==> config.mk <==
export PLATFORM = sky130hd
export DESIGN_NAME = clock_gate_ctrl_flat
export DESIGN_NICKNAME = d
export VERILOG_FILES = /design/src/rtl/clock_gate_ctrl_if.sv /design/src/rtl/clock_gate_ctrl.sv /design/src/flat_wrapper.sv
export SDC_FILE = /design/constraint.sdc
export NUM_CORES = 1
export LEC_CHECK = 0
export ABC_AREA = 1
export CAP_MARGIN = 0
export CELL_PAD_IN_SITES_DETAIL_PLACEMENT = 0
export CELL_PAD_IN_SITES_GLOBAL_PLACEMENT = 2
export CORE_ASPECT_RATIO = 0.6
export CORE_MARGIN = 2
export CORE_UTILIZATION = 35
export CTS_BUF_LIST = sky130_fd_sc_hd__clkbuf_4 sky130_fd_sc_hd__clkbuf_8 sky130_fd_sc_hd__clkbuf_16
export CTS_CLUSTER_DIAMETER = 80
export DETAILED_ROUTE_END_ITERATION = 12
export PLACE_DENSITY_LB_ADDON = 0.1
export SYNTH_ARGS = -nofsm -noshare
export SYNTH_HDL_FRONTEND = slang
export SYNTH_SLANG_ARGS = --single-unit
==> constraint.sdc <==
create_clock -name clk -period 2.3 [get_ports clk]
set_input_delay 0.69 -clock clk [delete_from_list [all_inputs] [get_ports clk]]
set_output_delay 0.69 -clock clk [all_outputs]
set_load 0.1 [all_outputs]
==> src/rtl/clock_gate_ctrl_if.sv <==
// Handshake bundle between the clock-gating controller and its surroundings.
// The slave side is the controller; the master side drives activity/acks.
interface clock_gate_ctrl_if;
  logic       activity;
  logic       wake_req;
  logic       stop_ack;
  logic       stop_req;
  logic       enable;
  logic       clk_ready;
  logic [1:0] state;

  modport master (
    output activity, wake_req, stop_ack,
    input  stop_req, enable, clk_ready, state
  );

  modport slave (
    input  activity, wake_req, stop_ack,
    output stop_req, enable, clk_ready, state
  );
endinterface

==> src/rtl/clock_gate_ctrl.sv <==
// Clock-gating controller: produces the enable for the gating cell.
// Watches downstream activity, requests a stop after an idle window, waits
// for the downstream ack, parks the clock, and restores it with a settle
// window on activity or an external wake. Lives in the always-on clk domain.
module clock_gate_ctrl #(
  parameter int IDLE_CYCLES = 16,
  parameter int WAKE_CYCLES = 2,
  parameter int CNT_W       = 8
) (
  input  logic              clk,
  input  logic              rst_n,
  clock_gate_ctrl_if.slave  cg
);

  typedef enum logic [1:0] {
    S_RUN   = 2'd0,
    S_REQ   = 2'd1,
    S_GATED = 2'd2,
    S_WAKE  = 2'd3
  } state_t;

  // Terminal counts: the transition fires on the edge that ends the last
  // counted cycle, so compare against N-1.
  localparam logic [CNT_W-1:0] IDLE_LAST = CNT_W'(IDLE_CYCLES - 1);
  localparam logic [CNT_W-1:0] WAKE_LAST = CNT_W'(WAKE_CYCLES - 1);
  localparam logic [CNT_W-1:0] CNT_MAX   = '1;

  state_t           r_state;
  state_t           w_state_nxt;
  logic [CNT_W-1:0] r_idle_cnt;
  logic [CNT_W-1:0] w_idle_cnt_nxt;
  logic [CNT_W-1:0] r_wake_cnt;
  logic [CNT_W-1:0] w_wake_cnt_nxt;
  logic             r_enable;
  logic             r_stop_req;
  logic             r_clk_ready;
  logic             w_wake;

  // External wake is treated exactly like downstream activity.
  assign w_wake = cg.activity | cg.wake_req;

  // Counters hold at all-ones instead of wrapping.
  function automatic logic [CNT_W-1:0] sat_inc(input logic [CNT_W-1:0] v);
    return (v == CNT_MAX) ? v : v + CNT_W'(1);
  endfunction

  // Next-state and counter update; RUN entry always restarts the idle window.
  always_comb begin
    w_state_nxt    = r_state;
    w_idle_cnt_nxt = r_idle_cnt;
    w_wake_cnt_nxt = r_wake_cnt;
    unique case (r_state)
      S_WAKE: begin
        // Settle window: inputs are ignored until the clock is known good.
        w_wake_cnt_nxt = sat_inc(r_wake_cnt);
        if (r_wake_cnt >= WAKE_LAST) begin
          w_state_nxt    = S_RUN;
          w_idle_cnt_nxt = '0;
        end
      end
      S_RUN: begin
        if (w_wake) begin
          w_idle_cnt_nxt = '0;
        end else begin
          w_idle_cnt_nxt = sat_inc(r_idle_cnt);
          if (r_idle_cnt >= IDLE_LAST) begin
            w_state_nxt = S_REQ;
          end
        end
      end
      S_REQ: begin
        // New work aborts the stop even if the ack lands in the same cycle.
        if (w_wake) begin
          w_state_nxt    = S_RUN;
          w_idle_cnt_nxt = '0;
        end else if (cg.stop_ack) begin
          w_state_nxt = S_GATED;
        end
      end
      S_GATED: begin
        if (w_wake) begin
          w_state_nxt    = S_WAKE;
          w_wake_cnt_nxt = '0;
        end
      end
      default: begin
        w_state_nxt    = S_WAKE;
        w_wake_cnt_nxt = '0;
      end
    endcase
  end

  // State and counters; reset lands in WAKE so the clock runs out of reset.
  always_ff @(posedge clk or negedge rst_n) begin
    if (!rst_n) begin
      r_state    <= S_WAKE;
      r_idle_cnt <= '0;
      r_wake_cnt <= '0;
    end else begin
      r_state    <= w_state_nxt;
      r_idle_cnt <= w_idle_cnt_nxt;
      r_wake_cnt <= w_wake_cnt_nxt;
    end
  end

  // Outputs are flops decoded from the next state so enable is glitch-free
  // and tracks r_state cycle-for-cycle.
  always_ff @(posedge clk or negedge rst_n) begin
    if (!rst_n) begin
      r_enable    <= 1'b1;
      r_stop_req  <= 1'b0;
      r_clk_ready <= 1'b0;
    end else begin
      r_enable    <= (w_state_nxt != S_GATED);
      r_stop_req  <= (w_state_nxt == S_REQ) || (w_state_nxt == S_GATED);
      r_clk_ready <= (w_state_nxt == S_RUN) || (w_state_nxt == S_REQ);
    end
  end

  assign cg.enable    = r_enable;
  assign cg.stop_req  = r_stop_req;
  assign cg.clk_ready = r_clk_ready;
  assign cg.state     = r_state;

endmodule

==> src/flat_wrapper.sv <==
// flat-port wrapper written by rule: the top's interface ports become plain ports
module clock_gate_ctrl_flat 
#(
  parameter int IDLE_CYCLES = 16,
  parameter int WAKE_CYCLES = 2,
  parameter int CNT_W       = 8
)
  (clk, rst_n, cg_activity, cg_wake_req, cg_stop_ack, cg_stop_req, cg_enable, cg_clk_ready, cg_state);
  clock_gate_ctrl_if cg_i ();
  input  logic clk;
  input  logic rst_n;
  input wire logic [$bits(cg_i.activity)-1:0] cg_activity;
  input wire logic [$bits(cg_i.wake_req)-1:0] cg_wake_req;
  input wire logic [$bits(cg_i.stop_ack)-1:0] cg_stop_ack;
  output wire logic [$bits(cg_i.stop_req)-1:0] cg_stop_req;
  output wire logic [$bits(cg_i.enable)-1:0] cg_enable;
  output wire logic [$bits(cg_i.clk_ready)-1:0] cg_clk_ready;
  output wire logic [$bits(cg_i.state)-1:0] cg_state;
  assign cg_i.activity = cg_activity;
  assign cg_i.wake_req = cg_wake_req;
  assign cg_i.stop_ack = cg_stop_ack;
  assign cg_stop_req = cg_i.stop_req;
  assign cg_enable = cg_i.enable;
  assign cg_clk_ready = cg_i.clk_ready;
  assign cg_state = cg_i.state;
  clock_gate_ctrl #(.IDLE_CYCLES(IDLE_CYCLES), .WAKE_CYCLES(WAKE_CYCLES), .CNT_W(CNT_W)) u_core (.clk(clk), .rst_n(rst_n), .cg(cg_i));
endmodule
==> impl_metrics.csv <==
group,metric,value,unit
timing,fin_tns_setup,0,ns
global_route,grt_max_degree,22,
critical_path,crit_type,"in -> reg",
yosys,synth_top_area_cell,"dfrtp_1",
floorplan,die_area,4490,µm²
clock_network,cts_tree,"done",
global_route,grt_remaining_overflow,0,
power_and_ir_drop,power_density,401,nW/µm²
global_route,grt_antenna_before_repair,0,
critical_path,worstPathArrival,1.96,ns
floorplan,dieWidth,85.1,µm
critical_path,worstSetupStartpointType,"input pin",
global_route,grtUsageTotal,16.3,%
power_and_ir_drop,peakVddDrop,214,µV
timing,hold_viol,0,
cells_and_area,drive_above_1_share,18.0,%
placement,dpl_cell_area,1550,µm²
timing,slew_headroom,77.9,%
cells_and_area,finalInstanceArea,1600,µm²
yosys,yosys-top-cells-area,"dfrtp_1 33%, nand2_1 16%, nand3_1 9.0%, nor2_1 6.0%, dfstp_2 5.7%",
yosys,ys_ff_latch,21,
global_route,grt_pass1_wl,5460,µm
clock_network,clock_tree.root_cell,"clkbuf_8",
yosys,synth.yosys.warnings,0,
clock_network,ctsHoldBuffers,0,
cells_and_area,antenna_cells,0,
critical_path,end_kind,"flop",
yosys,synth.most_common_cell,"nand2_1",
drt,drtPass1Iterations,4,
drt,viasPerCell,4.57,
critical_path,worst-endpoint-required,2.45,ns
cells_and_area,nets,216,
clock_network,cts_resized,0,
global_route,grt_pass1_vias,1099,
clock_network,htree_num_levels,1,
clock_network,clockBufferDepth,2,
yosys,syn_area,1380,µm²
yosys,syn_nets,201,
floorplan,num_rows,17,
drt,wl,3190,µm
clock_network,insertion_delay,0.26,ns
yosys,syn_inst,192,
placement,gp_congestion,0.850,
flow_run,maxCapViolCount,0,
drt,drtIter0Drc,122,
timing,slew_violations,0,
floorplan,core,3720,µm²
drt,drc,0,
hold_path,hold_path.class,"reg -> reg",
yosys,synth.avg_cell_area,7.20,µm²
floorplan,die_h,52.7,µm
timing,finalClockSkew,0.00194,ns
timing,finalCritPeriodShare,78.9,%
yosys,synth_top_cell_area_share,32.6,%
clock_network,clock-sinks,21,
yosys,synth_commonest_cells,"60 x nand2_1, 25 x nand3_1, 22 x nor2_1",
power_and_ir_drop,power,0.641,mW
drt,wire_per_inst,12.6,µm
timing,tightest_slew,0.330,ns
yosys,ys.flop_type,"dfrtp_1",
cells_and_area,area_growth,15.6,%
cells_and_area,fillers,381,
yosys,seq_area_frac_synth,38.3,%
placement,hpwl,2570,µm
placement,port_buffers,9,
yosys,ys_types,24,
floorplan,initial_core_util,37.1,%
critical_path,worst-path-max-fanout,6,
drt,vias,1156,
yosys,synth-edff-count,0,
status,outcome,"completed",
power_and_ir_drop,power_leakage,0.792,nW
drt,drtAntennaViolNets,0,
timing,rsz0062_at_grt,"false",
timing,min_period,1.81,ns
clock_network,post-cts-setup-buffer-count,0,
timing,max_freq,0.551,GHz
yosys,ys_async_sr_fraction,100,%
timing,setup_viol,0,
clock_network,path_clk_slew,0.08,ns
clock_network,numCtsBuffers,3,
floorplan,io_pins,10,
[path summary, 6_finish.rpt]
path,slack (ns),cells past startpoint,to,start
worst max-delay path,0.49,7,u_core.r_idle_cnt[7],cg_wake_req
worst min-delay path,0.54,2,u_core.r_wake_cnt[1],u_core.r_wake_cnt[1]
worst max register to register,0.71,9,u_core.r_idle_cnt[7],u_core.r_wake_cnt[0]
worst min register to register,0.54,2,u_core.r_wake_cnt[1],u_core.r_wake_cnt[1]
max in group asynchronous,1.25,2,u_core.cg.enable,rst_n
min in group asynchronous,0.77,2,u_core.r_wake_cnt[1],rst_n
[layout make-up]
class	instances	area (µm²)	area share [%]
Timing Repair Buffer	11	130	8.14
Multi-Input combinational cell	146	743	46.5
Tap cell	47	58.8	3.68
Inverter	24	90.1	5.64
Clock buffer	3	41.3	2.58
Clock inverter	1	5.00	0.313
Sequential cell	21	529	33.1
[state kept, by name, indices dropped and copies added (netlist names)]
| name | flops |
|---|---|
| u_core.r_wake_cnt | 8 |
| u_core.cg.clk_ready | 1 |
| u_core.r_idle_cnt | 8 |
| u_core.cg.state | 2 |
| u_core.cg.stop_req | 1 |
| u_core.cg.enable | 1 |
[layout by cell type (no fill, tap or decap)]
cell type and count:
clkdlybuf4s50_1 4, dfstp_2 3, nand3_1 25, nand2_4 1
inv_1 21, nor2_1 22, o21ai_2 3, a21o_1 1
nand3_4 2, or2_2 1, o21bai_1 2, o21ai_1 2
nand2_1 60, nand4_1 3, ha_1 4, inv_2 3
nor3_1 1, o21ai_0 4, buf_4 4, nor2_2 5
nand2_2 6, nor2_4 2, buf_12 3, xnor2_1 1
a21oi_1 1, clkinv_2 1, dfrtp_1 18, clkbuf_8 3
[layer usage]
| layer | wire length (µm) | share of wire, % | vias up | global-route usage [%] |
|---|---|---|---|---|
| met1 | 1970 | 62 | 496 | 27.0 |
| met2 | 1040 | 33 | 22 | 20.7 |
| li1 | - | - | 636 | - |
| met5 | 0 | 0 | - | 0 |
| met4 | 7 | 0.22 | 0 | 1.59 |
| met3 | 166 | 5.2 | 2 | 4.25 |
[where the power goes]
part / internal (mW) / switching (mW)
Sequential: 0.371 / 0.00213
Combinational: 0.0114 / 0.0171
Clock: 0.120 / 0.119
[stage by stage]
step	utilization [%]	worst slack [ns]	std cells	hold slack, ns
floorplan	-	0.613	192	0.394
global placement	41.7	0.267	249	0.522
detailed placement	41.7	0.194	249	0.522
CTS	42.9	0.476	253	0.541
global route	42.9	0.370	253	0.566
finish	42.9	0.486	253	0.537
[kinds of logic after synthesis]
group	share of synthesized area (%)
fa+ha+maj	3.62
compound gates	6.06
xor+xnor	0.634
simple gates	43.4
flops	38.3
buf+inv	7.96
[worst max-delay path, stage by stage]
cell and delay [ns]:
clkdlybuf4s50_1 0.44, nor2_4 0.18, nand3_1 0.16, nor3_1 0.26, nor2_2 0.10, nand2_1 0.08
nand2_1 0.06
Note: power is estimated with default switching activity, not from simulation.
